--- src/rtl/ip_recv.sv ---
// ip_recv: IPv4 header parser in front of udp_recv on the shared receive byte stream.
// It validates the header as it streams past and gates udp_rx_enable onto the UDP bytes of accepted datagrams.
module ip_recv #(
    parameter bit CHECK_CSUM   = 1'b1,
    parameter bit ACCEPT_BCAST = 1'b1
) (
    input  logic        clock,
    input  logic        reset_n,
    input  logic        rx_enable,
    input  logic [7:0]  data,
    input  logic [31:0] local_ip,
    output logic        udp_rx_enable,
    output logic [31:0] to_ip,
    output logic [31:0] remote_ip,
    output logic        broadcast,
    output logic [15:0] ip_total_len,
    output logic [15:0] csum_err_count
);

    typedef enum logic [1:0] {IDLE, HEADER, PAYLOAD, DONE} state_t;
    state_t r_state, w_nextState;

    logic [15:0] r_byteNo, r_hdrLen, r_csum, r_totalLen, r_errCount;
    logic [7:0]  r_hiByte;
    logic [31:0] r_toIp, r_remoteIp;
    logic        r_broadcast, r_rxWasLow;

    logic [16:0] w_sum17;
    logic [15:0] w_csumNext;
    logic [31:0] w_dstIp;
    logic        w_lastHdr, w_csumOk, w_dstBcast, w_dstOk, w_lenOk, w_headOk, w_startFrame, w_reject;

    // Ones'-complement running sum with the end-around carry folded on every word.
    assign w_sum17      = {1'b0, r_csum} + {1'b0, r_hiByte, data};
    assign w_csumNext   = w_sum17[15:0] + {15'd0, w_sum17[16]};
    assign w_csumOk     = (w_csumNext == 16'hFFFF);
    assign w_lastHdr    = (r_byteNo == r_hdrLen - 16'd1);
    assign w_dstIp      = (r_byteNo == 16'd19) ? {r_toIp[23:0], data} : r_toIp;
    assign w_dstBcast   = (w_dstIp == 32'hFFFF_FFFF);
    assign w_dstOk      = (w_dstIp == local_ip) || (ACCEPT_BCAST && w_dstBcast);
    assign w_lenOk      = (r_totalLen >= r_hdrLen + 16'd8) && (r_totalLen <= 16'd1500);
    assign w_headOk     = (data[7:4] == 4'd4) && (data[3:0] >= 4'd5);
    assign w_startFrame = rx_enable && r_rxWasLow;
    assign w_reject     = ((r_byteNo == 16'd6) && (data[5] || (data[4:0] != 5'd0)))
                       || ((r_byteNo == 16'd7) && (data != 8'd0))
                       || ((r_byteNo == 16'd9) && (data != 8'd17));

    always_ff @(posedge clock or negedge reset_n) begin
        if (!reset_n) begin
            r_state <= IDLE;
        end else begin
            r_state <= w_nextState;
        end
    end

    // A frame only starts on a fresh rx_enable rise, so a reset mid-frame ignores the tail.
    always_comb begin
        w_nextState = r_state;
        if (!rx_enable) begin
            w_nextState = IDLE;
        end else begin
            case (r_state)
                IDLE:    w_nextState = (w_startFrame && w_headOk) ? HEADER : DONE;
                HEADER: begin
                    if (w_lastHdr) begin
                        if (CHECK_CSUM && !w_csumOk)   w_nextState = DONE;
                        else if (w_dstOk && w_lenOk)   w_nextState = PAYLOAD;
                        else                           w_nextState = DONE;
                    end else if (w_reject) begin
                        w_nextState = DONE;
                    end
                end
                PAYLOAD: if (r_byteNo == r_totalLen - 16'd1) w_nextState = DONE;
                DONE:    w_nextState = DONE;
                default: w_nextState = IDLE;
            endcase
        end
    end

    always_comb begin
        udp_rx_enable = rx_enable && (r_state == PAYLOAD);
    end

    always_ff @(posedge clock or negedge reset_n) begin
        if (!reset_n) begin
            r_byteNo    <= 16'd0;
            r_hdrLen    <= 16'd0;
            r_csum      <= 16'd0;
            r_totalLen  <= 16'd0;
            r_errCount  <= 16'd0;
            r_hiByte    <= 8'd0;
            r_toIp      <= 32'd0;
            r_remoteIp  <= 32'd0;
            r_broadcast <= 1'b0;
            r_rxWasLow  <= 1'b0;
        end else begin
            r_rxWasLow <= !rx_enable;
            if (!rx_enable) begin
                r_byteNo <= 16'd0;
            end else begin
                case (r_state)
                    IDLE: begin
                        if (w_startFrame) begin
                            r_byteNo <= 16'd1;
                            r_hdrLen <= {10'd0, data[3:0], 2'b00};
                            r_csum   <= 16'd0;
                            r_hiByte <= data;
                        end
                    end
                    HEADER: begin
                        r_byteNo <= r_byteNo + 16'd1;
                        if (r_byteNo[0]) r_csum   <= w_csumNext;
                        else             r_hiByte <= data;
                        case (r_byteNo)
                            16'd2:  r_totalLen[15:8] <= data;
                            16'd3:  r_totalLen[7:0]  <= data;
                            16'd12, 16'd13, 16'd14, 16'd15:
                                    r_remoteIp <= {r_remoteIp[23:0], data};
                            16'd16, 16'd17, 16'd18:
                                    r_toIp <= {r_toIp[23:0], data};
                            16'd19: begin
                                r_toIp      <= w_dstIp;
                                r_broadcast <= w_dstBcast;
                            end
                            default: ;
                        endcase
                        if (w_lastHdr && !w_csumOk && (r_errCount != 16'hFFFF)) begin
                            r_errCount <= r_errCount + 16'd1;
                        end
                    end
                    PAYLOAD: r_byteNo <= r_byteNo + 16'd1;
                    default: ;
                endcase
            end
        end
    end

    assign to_ip          = r_toIp;
    assign remote_ip      = r_remoteIp;
    assign broadcast      = r_broadcast;
    assign ip_total_len   = r_totalLen;
    assign csum_err_count = r_errCount;

endmodule

--- config.mk ---
export PLATFORM = sky130hd
export DESIGN_NAME = ip_recv
export DESIGN_NICKNAME = d
export VERILOG_FILES = /design/src/rtl/ip_recv.sv
export SDC_FILE = /design/constraint.sdc
export NUM_CORES = 1
export LEC_CHECK = 0
export ABC_AREA = 1
export CORE_UTILIZATION = 60
export DETAILED_ROUTE_END_ITERATION = 6
export HOLD_SLACK_MARGIN = 0.15
export PLACE_DENSITY_LB_ADDON = 0.1
export SLEW_MARGIN = 20
export SYNTH_ARGS = -nofsm -noshare
export SYNTH_HDL_FRONTEND = slang
export SYNTH_SLANG_ARGS = --single-unit
--- constraint.sdc ---
create_clock -name clock -period 5.05 [get_ports clock]
set_input_delay 0.7575 -clock clock [delete_from_list [all_inputs] [get_ports clock]]
set_output_delay 0.7575 -clock clock [all_outputs]
set_load 0.05 [all_outputs]
==> results.txt, run 1 <==
----------------------------------------------------
[Pwr]
  Total power ... 5.60 mW
  Power per standard cell area ... 466 nW/µm²
  Leakage power summed over all cells ... 6.10 nW
  Peak ir drop on the vdd network ... 0.000357 V

[Critical path]
  CP Capture Point ... r_state[0]$_DFFE_PN0P_
  Destination of the worst register-to-register timing path ... r_state[0]$_DFFE_PN0P_
  Crit start category ... input pin
  Worst endpoint required time ... 5.37 ns
  R2r setup slk ... 1.15 ns
  Kind of critical path ... input pin to flip-flop
  Largest fanout of any net on the critical path ... 4
  Worst setup EP type ... flip-flop
  Critical Path AT ... 4.78 ns
  Depth of the worst register-to-register path ... 29
  Slowest library cell on the worst path ... clkdlybuf4s50_1
  Worst flop-to-flop path startpoint ... r_csum[0]$_DFFE_PN0P_
  Source of the critical timing path ... data[0]
  Cell type with the highest occurrence count on the critical path ... nand2_1
  Critical path's largest stage delay ... 0.58 ns

[Floorplan]
  Die area ... 17000 µm²
  Die outline width ... 130 µm
  Core area ... 16000 µm²
  Vertical extent of the die ... 130 µm
  Number of rows created at floorplan ... 46
  Top-level I/O count ... 141
  Effective utilization at floorplan ... 61.7%

[Run status]
  Run status ... complete, no violations

[Drt]
  Sum of routed wire length over all layers ... 27100 µm
  Router iterations before antenna repair ... 6
  DRC violation total after the first TritonRoute iteration ... 804
  Post-DRT Antenna Nets ... 0
  Routed via count divided by cell count ... 5.48
  Final routed wire length divided by cell count ... 15.4 µm
  Remaining design rule violation count ... 0
  Total number of vias ... 9626

[Logic synthesis]
  Most common cell in the synthesized netlist ... nand2_1
  Number of synthesized register bits ... 144
  Flip-flop cell with the highest count after synthesis ... dfrtp_1
  Area share of and/or/nand/nor cells after synthesis ... 35.9%
  Most frequent cells after synthesis ... nand2_1, inv_1, dfrtp_1
  Gate Count Post-Synth ... 1392
  Net count after synthesis ... 1474
  Fraction of synthesized area in multiplexers ... 1.71%
  Top cells by area in the synthesized netlist ... dfrtp_1, nand2_1, inv_1
  Share of the synthesized area in the top cell type ... 36.5%
  Average size of a mapped cell ... 7.09 µm²
  Yosys warnings ... 0
  Main combinational cell family by area after synthesis ... simple AND/OR/NAND/NOR gates
  Synth Area in XOR/XNOR ... 3.64%
  Synthesized-area fraction occupied by adder cells ... 5.02%
  Post-synthesis compound-gate area fraction ... 8.73%
  Async set-reset flop share out of synthesis ... 100%
  Number of library cell types mapped by synthesis ... 47
  Share of synthesized area occupied by flip-flops and latches ... 36.5%
  Largest area contributor in the netlist ... dfrtp_1
  Post-synth EDFFs ... 0
  Combined area of all synthesized cells ... 9870 µm²

[Finish]
  Antenna diodes ... 0
  Fraction of final layout cells sized beyond drive strength 1 ... 8.18%
  Fill cells ... 1323
  Multi-input combinational cell area ... 5430 µm²
  Utilization after layout ... 75.1%
  Sequential cell area ... 3600 µm²
  Final-stage net count ... 1610
  Area added between synthesis and finish ... 21.7%
  Total non-filler cell area in the finished layout ... 12000 µm²

[Clock network]
  Hold-fix buffer count after cts ... 0
  TritonCTS clock tree ... built
  Post-cts sizing count ... 0
  Clock input transition at the sequential cells of the worst setup and hold paths ... 0.07 ns
  Number of H-tree levels ... 4
  Number of sinks on the clock net ... 144
  Clock Latency Late Sink ... 0.44 ns
  Library cell used as clock root buffer ... clkbuf_16
  Clk buf depth ... 2
  Inserted Clock Buffers ... 17
  Post-CTS Setup Bufs ... 0

[STA]
  Maximum clock skew at final layout ... 0.0103 ns
  Pin slew with the least headroom to its limit ... 1.01 ns
  Final-report hold violation count ... 0
  Ratio of final minimum period to clock period ... 88.2%
  Fin. max-slew vios ... 0
  Relative slew slack ... 32.5%
  Highest achievable clock rate ... 0.225 GHz
  Shortest clock period the worst path allows after layout ... 4.45 ns
  Setup repair after global routing missed its margin ... no
  Post-layout worst setup margin ... 0.598 ns
  Final setup violation count ... 0
  Total Negative Setup Slacks ... 0 ns

[Place]
  Worst slack after detailed placement ... 0.233 ns
  Number of I/O port buffers ... 140
  Weighted congestion at the end of routability-driven global placement ... 0.993
  Placed Instance Area ... 11500 µm²
  Detailed placer's ending HPWL ... 20200 µm

[Global route]
  Maximum number of pins on one net before global-route repair ... 106
  Remaining Overflow, GRT ... 0
  Via count of the first global-routing pass ... 8919
  Global-route wire length before repair ... 43600 µm
  Total Routing Usage GR ... 33.4%
  Number of antenna violations at the first check in global routing ... 0

[Min path]
  Worst hold-check path type ... input pin to asynchronous set/reset pin

[Flow run]
  Number of violations of the max-capacitance limit ... 0

----------------------------------------------------
## cells in the final DEF, fill, tap and decap left out, drive strengths merged, types with 38 or more instances in the layout
cell type / count
ha: 38
a21oi: 47
nand2: 468
inv: 190
o21ai: 100
nand3: 100
clkdlybuf4s50: 139
nor2: 127
dfrtp: 144
## cell type report
cell class	count	area share, %
clock buffers	17	3.54
clock inverters	15	1.05
inverters	185	5.82
multi-input cells	1033	45.2
flip-flops and latches	144	30.0
well taps	216	2.25
repair buffers	147	12.1
## report_power, final
group,leakage (nW),internal (mW),switching [mW]
Clock,0.257,0.641,0.557
Sequential,1.88,1.33,0.223
Combinational,3.96,0.984,1.87
Total,6.10,2.95,2.65
## critical path: cells and delay by family
family | cells | cell delay (ns)
and+or+nand+nor | 20 | 2.01
adders and majority gates | 4 | 0.98
buffers and inverters | 4 | 0.82
AOI/OAI and AO/OA | 2 | 0.21
## registers in the layout, summed over array words and instances, names as in the netlist
name / flops
broadcast: 1
csum_err_count: 16
ip_total_len: 16
r_byteNo: 16
r_csum: 16
r_hdrLen: 4
r_hiByte: 8
r_rxWasLow: 1
r_state: 2
remote_ip: 32
to_ip: 32
## per-stage QoR
step                      hold WS (ns)  cells
final                            0.442   1757
after global routing             0.516   1757
after CTS                        0.485   1757
after detailed placement         0.473   1725
after global placement           0.467   1725
after floorplan                  0.457   1392
## cells by family after synthesis
family / count (synthesis)
and+or+nand+nor: 776
buffers and inverters: 215
AOI/OAI and AO/OA: 162
DFF: 144
xor gates and xnor gates: 41
adders and majority gates: 39
muxes: 15
## worst min-delay path by stage
stage / slack, ns / cells after the start / endpoint
after detailed placement: 0.47 / 2 / remote_ip[25]$_DFFE_PN0P_
after CTS: 0.48 / 1 / to_ip[24]$_DFFE_PN0P_
after global routing: 0.52 / 1 / to_ip[24]$_DFFE_PN0P_
final: 0.44 / 1 / to_ip[25]$_DFFE_PN0P_
after global placement: 0.47 / 2 / remote_ip[27]$_DFFE_PN0P_
after floorplan: 0.46 / 0 / broadcast$_DFFE_PN0P_
## layer usage
layer,vias to the layer above,track usage [%],routed length (µm)
li1,4732,-,-
met1,4490,44.1,11800
met2,344,54.9,12900
met3,60,5.66,1660
met4,0,12.9,714
met5,-,0,0
No activity file was read; power rests on OpenSTA's default activity.
==> inputs of run 2 (changes only) <==
Settings changed: CORE_UTILIZATION 60 to 61, DONT_BUFFER_PORTS from default to 1.
==> run 2 against run 1 <==
Cell count down 8.0%; worst hold slack worse by 0.18 ns; worst setup slack better by 0.57 ns; via count down 7.7%; clock power up 8%; die area down 1.6%; power down 1.5%; sequential share of layout area up 3.8 points; register-to-register slack better by 0.02 ns; clock skew about the same; critical endpoint is now csum_err_count[12]$_DFFE_PN0P_; first-iteration DRC count down 33%.
==> results.txt, run 2 (synthesis gave the netlist of run 1 again) <==
----------------------------------------------------
[Run status]
  Run status ... complete, no violations

[Clock network]
  TritonCTS clock tree ... built
  Library cell used as clock root buffer ... clkbuf_16
  Clock input transition at the sequential cells of the worst setup and hold paths ... 0.07 ns (about the same)
  Clk buf depth ... 2 (unchanged)
  Hold-fix buffer count after cts ... 1 (+1)
  Clock Latency Late Sink ... 0.44 ns (about the same)
  Inserted Clock Buffers ... 17 (unchanged)
  Number of sinks on the clock net ... 144 (unchanged)
  Number of H-tree levels ... 4 (unchanged)
  Post-cts sizing count ... 0 (unchanged)
  Post-CTS Setup Bufs ... 0 (unchanged)

[Drt]
  Remaining design rule violation count ... 0 (unchanged)
  Routed via count divided by cell count ... 5.50 (+0.38%)
  DRC violation total after the first TritonRoute iteration ... 537 (-33%)
  Post-DRT Antenna Nets ... 0 (unchanged)
  Sum of routed wire length over all layers ... 25300 µm (-6.7%)
  Router iterations before antenna repair ... 5 (-1)
  Total number of vias ... 8887 (-7.7%)
  Final routed wire length divided by cell count ... 15.7 µm (+1.5%)

[STA]
  Setup repair after global routing missed its margin ... no
  Shortest clock period the worst path allows after layout ... 3.88 ns (-0.569 ns)
  Pin slew with the least headroom to its limit ... 0.979 ns (-0.0341 ns)
  Highest achievable clock rate ... 0.258 GHz (+15%)
  Maximum clock skew at final layout ... 0.0103 ns (+0.0000649 ns)
  Ratio of final minimum period to clock period ... 76.9% (-11 points)
  Relative slew slack ... 34.7% (+2.2 points)
  Tightest hold margin ... 0.264 ns (-0.178 ns)
  Final-report hold violation count ... 0 (unchanged)
  Final setup violation count ... 0 (unchanged)
  Fin. max-slew vios ... 0 (unchanged)
  Total Negative Setup Slacks ... 0 ns (unchanged)

[Place]
  Number of I/O port buffers ... 0 (-100%)
  Detailed placer's ending HPWL ... 18800 µm (-6.9%)
  Cell total after placement ... 1583 (-8.2%)
  Weighted congestion at the end of routability-driven global placement ... 0.945 (-4.9%)

[Finish]
  Most common cell after layout, fill and taps aside ... nand2_1
  Fill cells ... 1396 (+5.5%)
  Area added between synthesis and finish ... 8.07%
  Final-stage net count ... 1469 (-8.8%)
  Antenna diodes ... 0 (unchanged)
  Final Instance Count excl. Fillers ... 1616 (-8.0%)
  Fraction of final layout cells sized beyond drive strength 1 ... 8.86% (+0.68 points)
  Highest-count cells in the layout ignoring fill and taps ... nand2_1, inv_1, dfrtp_1, nor2_1, o21ai_0

[Global route]
  Number of antenna violations at the first check in global routing ... 0 (unchanged)
  Maximum number of pins on one net before global-route repair ... 145 (+37%)
  Via count of the first global-routing pass ... 8380 (-6.0%)
  Total Routing Usage GR ... 31.7% (-1.7 points)
  Global-route wire length before repair ... 41000 µm (-5.8%)
  Remaining Overflow, GRT ... 0 (unchanged)

[Min path]
  Worst hold-check path type ... input pin to asynchronous set/reset pin

[Pwr]
  Leakage power summed over all cells ... 5.61 nW (-7.9%)
  Peak ir drop on the vdd network ... 0.000305 V (-15%)
  Power per standard cell area ... 517 nW/µm² (+11%)

[Floorplan]
  Effective utilization at floorplan ... 62.4% (+0.67 points)
  Vertical extent of the die ... 129 µm (-0.81%)
  Die outline width ... 129 µm (-0.81%)
  Core area ... 15800 µm² (-1.1%)
  Die area ... 16700 µm² (-1.6%)
  Top-level I/O count ... 141 (unchanged)
  Number of rows created at floorplan ... 46 (unchanged)

[Critical path]
  Critical Path AT ... 4.19 ns (-0.59 ns)
  Largest fanout of any net on the critical path ... 10 (+6)
  Worst endpoint required time ... 5.36 ns (about the same)
  Crit start category ... flip-flop
  Worst setup EP type ... flip-flop
  Kind of critical path ... flip-flop to flip-flop

[Flow run]
  Number of violations of the max-capacitance limit ... 0 (unchanged)

----------------------------------------------------
[run 2: cell types whose count changed in the layout (fill, tap and decap cells not counted)]
cell,delta
buf_6,-1
inv_6,+1
clkinvlp_4,-3
bufinv_16,+2
clkdlybuf4s50_1,-139
buf_4,-2
buf_16,+1
[run 2: routing by layer]
layer  vias to the layer above  routed length [µm]  GRT usage (%)
met5                         -                   0              0
met4                         0                 831           14.6
met3                        60                1440           6.56
met2                       239               11600           50.3
met1                      4136               11400           41.8
li1                       4452                   -              -
[run 2: path summary, 6_finish.rpt]
path / depth (start not counted) / start / slack [ns] / endpoint
setup / recovery: 27 / r_csum[0]$_DFFE_PN0P_ / 1.17 / csum_err_count[12]$_DFFE_PN0P_
min in group clock: 1 / rx_enable / 0.41 / r_rxWasLow$_DFF_PN0_
hold / removal: 1 / reset_n / 0.26 / to_ip[17]$_DFFE_PN0P_
max in group asynchronous: 1 / reset_n / 4.15 / csum_err_count[8]$_DFFE_PN0P_
setup reg to reg: 27 / r_csum[0]$_DFFE_PN0P_ / 1.17 / csum_err_count[12]$_DFFE_PN0P_
hold reg to reg: 2 / r_csum[11]$_DFFE_PN0P_ / 0.50 / r_csum[11]$_DFFE_PN0P_
[run 2: layout make-up]
cell class              instances  area [µm²]  share of cell area, %
multi-input cells            1033        5430                   50.9
well taps                     216         270                   2.53
clock inverters                15         173                   1.62
inverters                     185         699                   6.56
clock buffers                  17         425                   3.99
flip-flops and latches        144        3600                   33.8
repair buffers                  6        65.1                  0.610
[run 2: power by group]
group / switching, mW / total, mW / internal (mW)
Sequential: 0.447 / 1.77 / 1.32
Combinational: 1.60 / 2.46 / 0.858
Clock: 0.545 / 1.29 / 0.742
[run 2: through the flow]
step | total power, mW | setup WS [ns] | instance area, µm² | util, %
detailed placement | 4.18 | 0.769 | 10000 | 63.5
CTS | 5.52 | 1.18 | 10700 | 67.4
floorplan | 3.65 | 1.20 | 9870 | -
finish | 5.52 | 1.17 | 10700 | 67.4
global placement | 4.14 | 0.886 | 10000 | 63.5
global route | 5.96 | 0.747 | 10700 | 67.4
[run 2: worst max-delay path, stage by stage, from the launching register on]
cell and delay, ns:
dfrtp_1 0.35, ha_1 0.26, inv_1 0.08, fa_1 0.39, inv_1 0.12, nand2_1 0.06, nand3_1 0.11, nand2_1 0.09
nand2_1 0.09, a21oi_1 0.06, o21bai_1 0.13, ha_1 0.18, ha_1 0.14, inv_1 0.05, nor2_1 0.17, nand3_1 0.18
nor2_4 0.16, nand3_4 0.11, o21bai_1 0.16, nand2_1 0.12, inv_2 0.07, nand2_2 0.06, nor2_4 0.10, nand3_4 0.13
nand2_8 0.17, nor2_4 0.05, nand3b_1 0.10, nand2_1 0.07
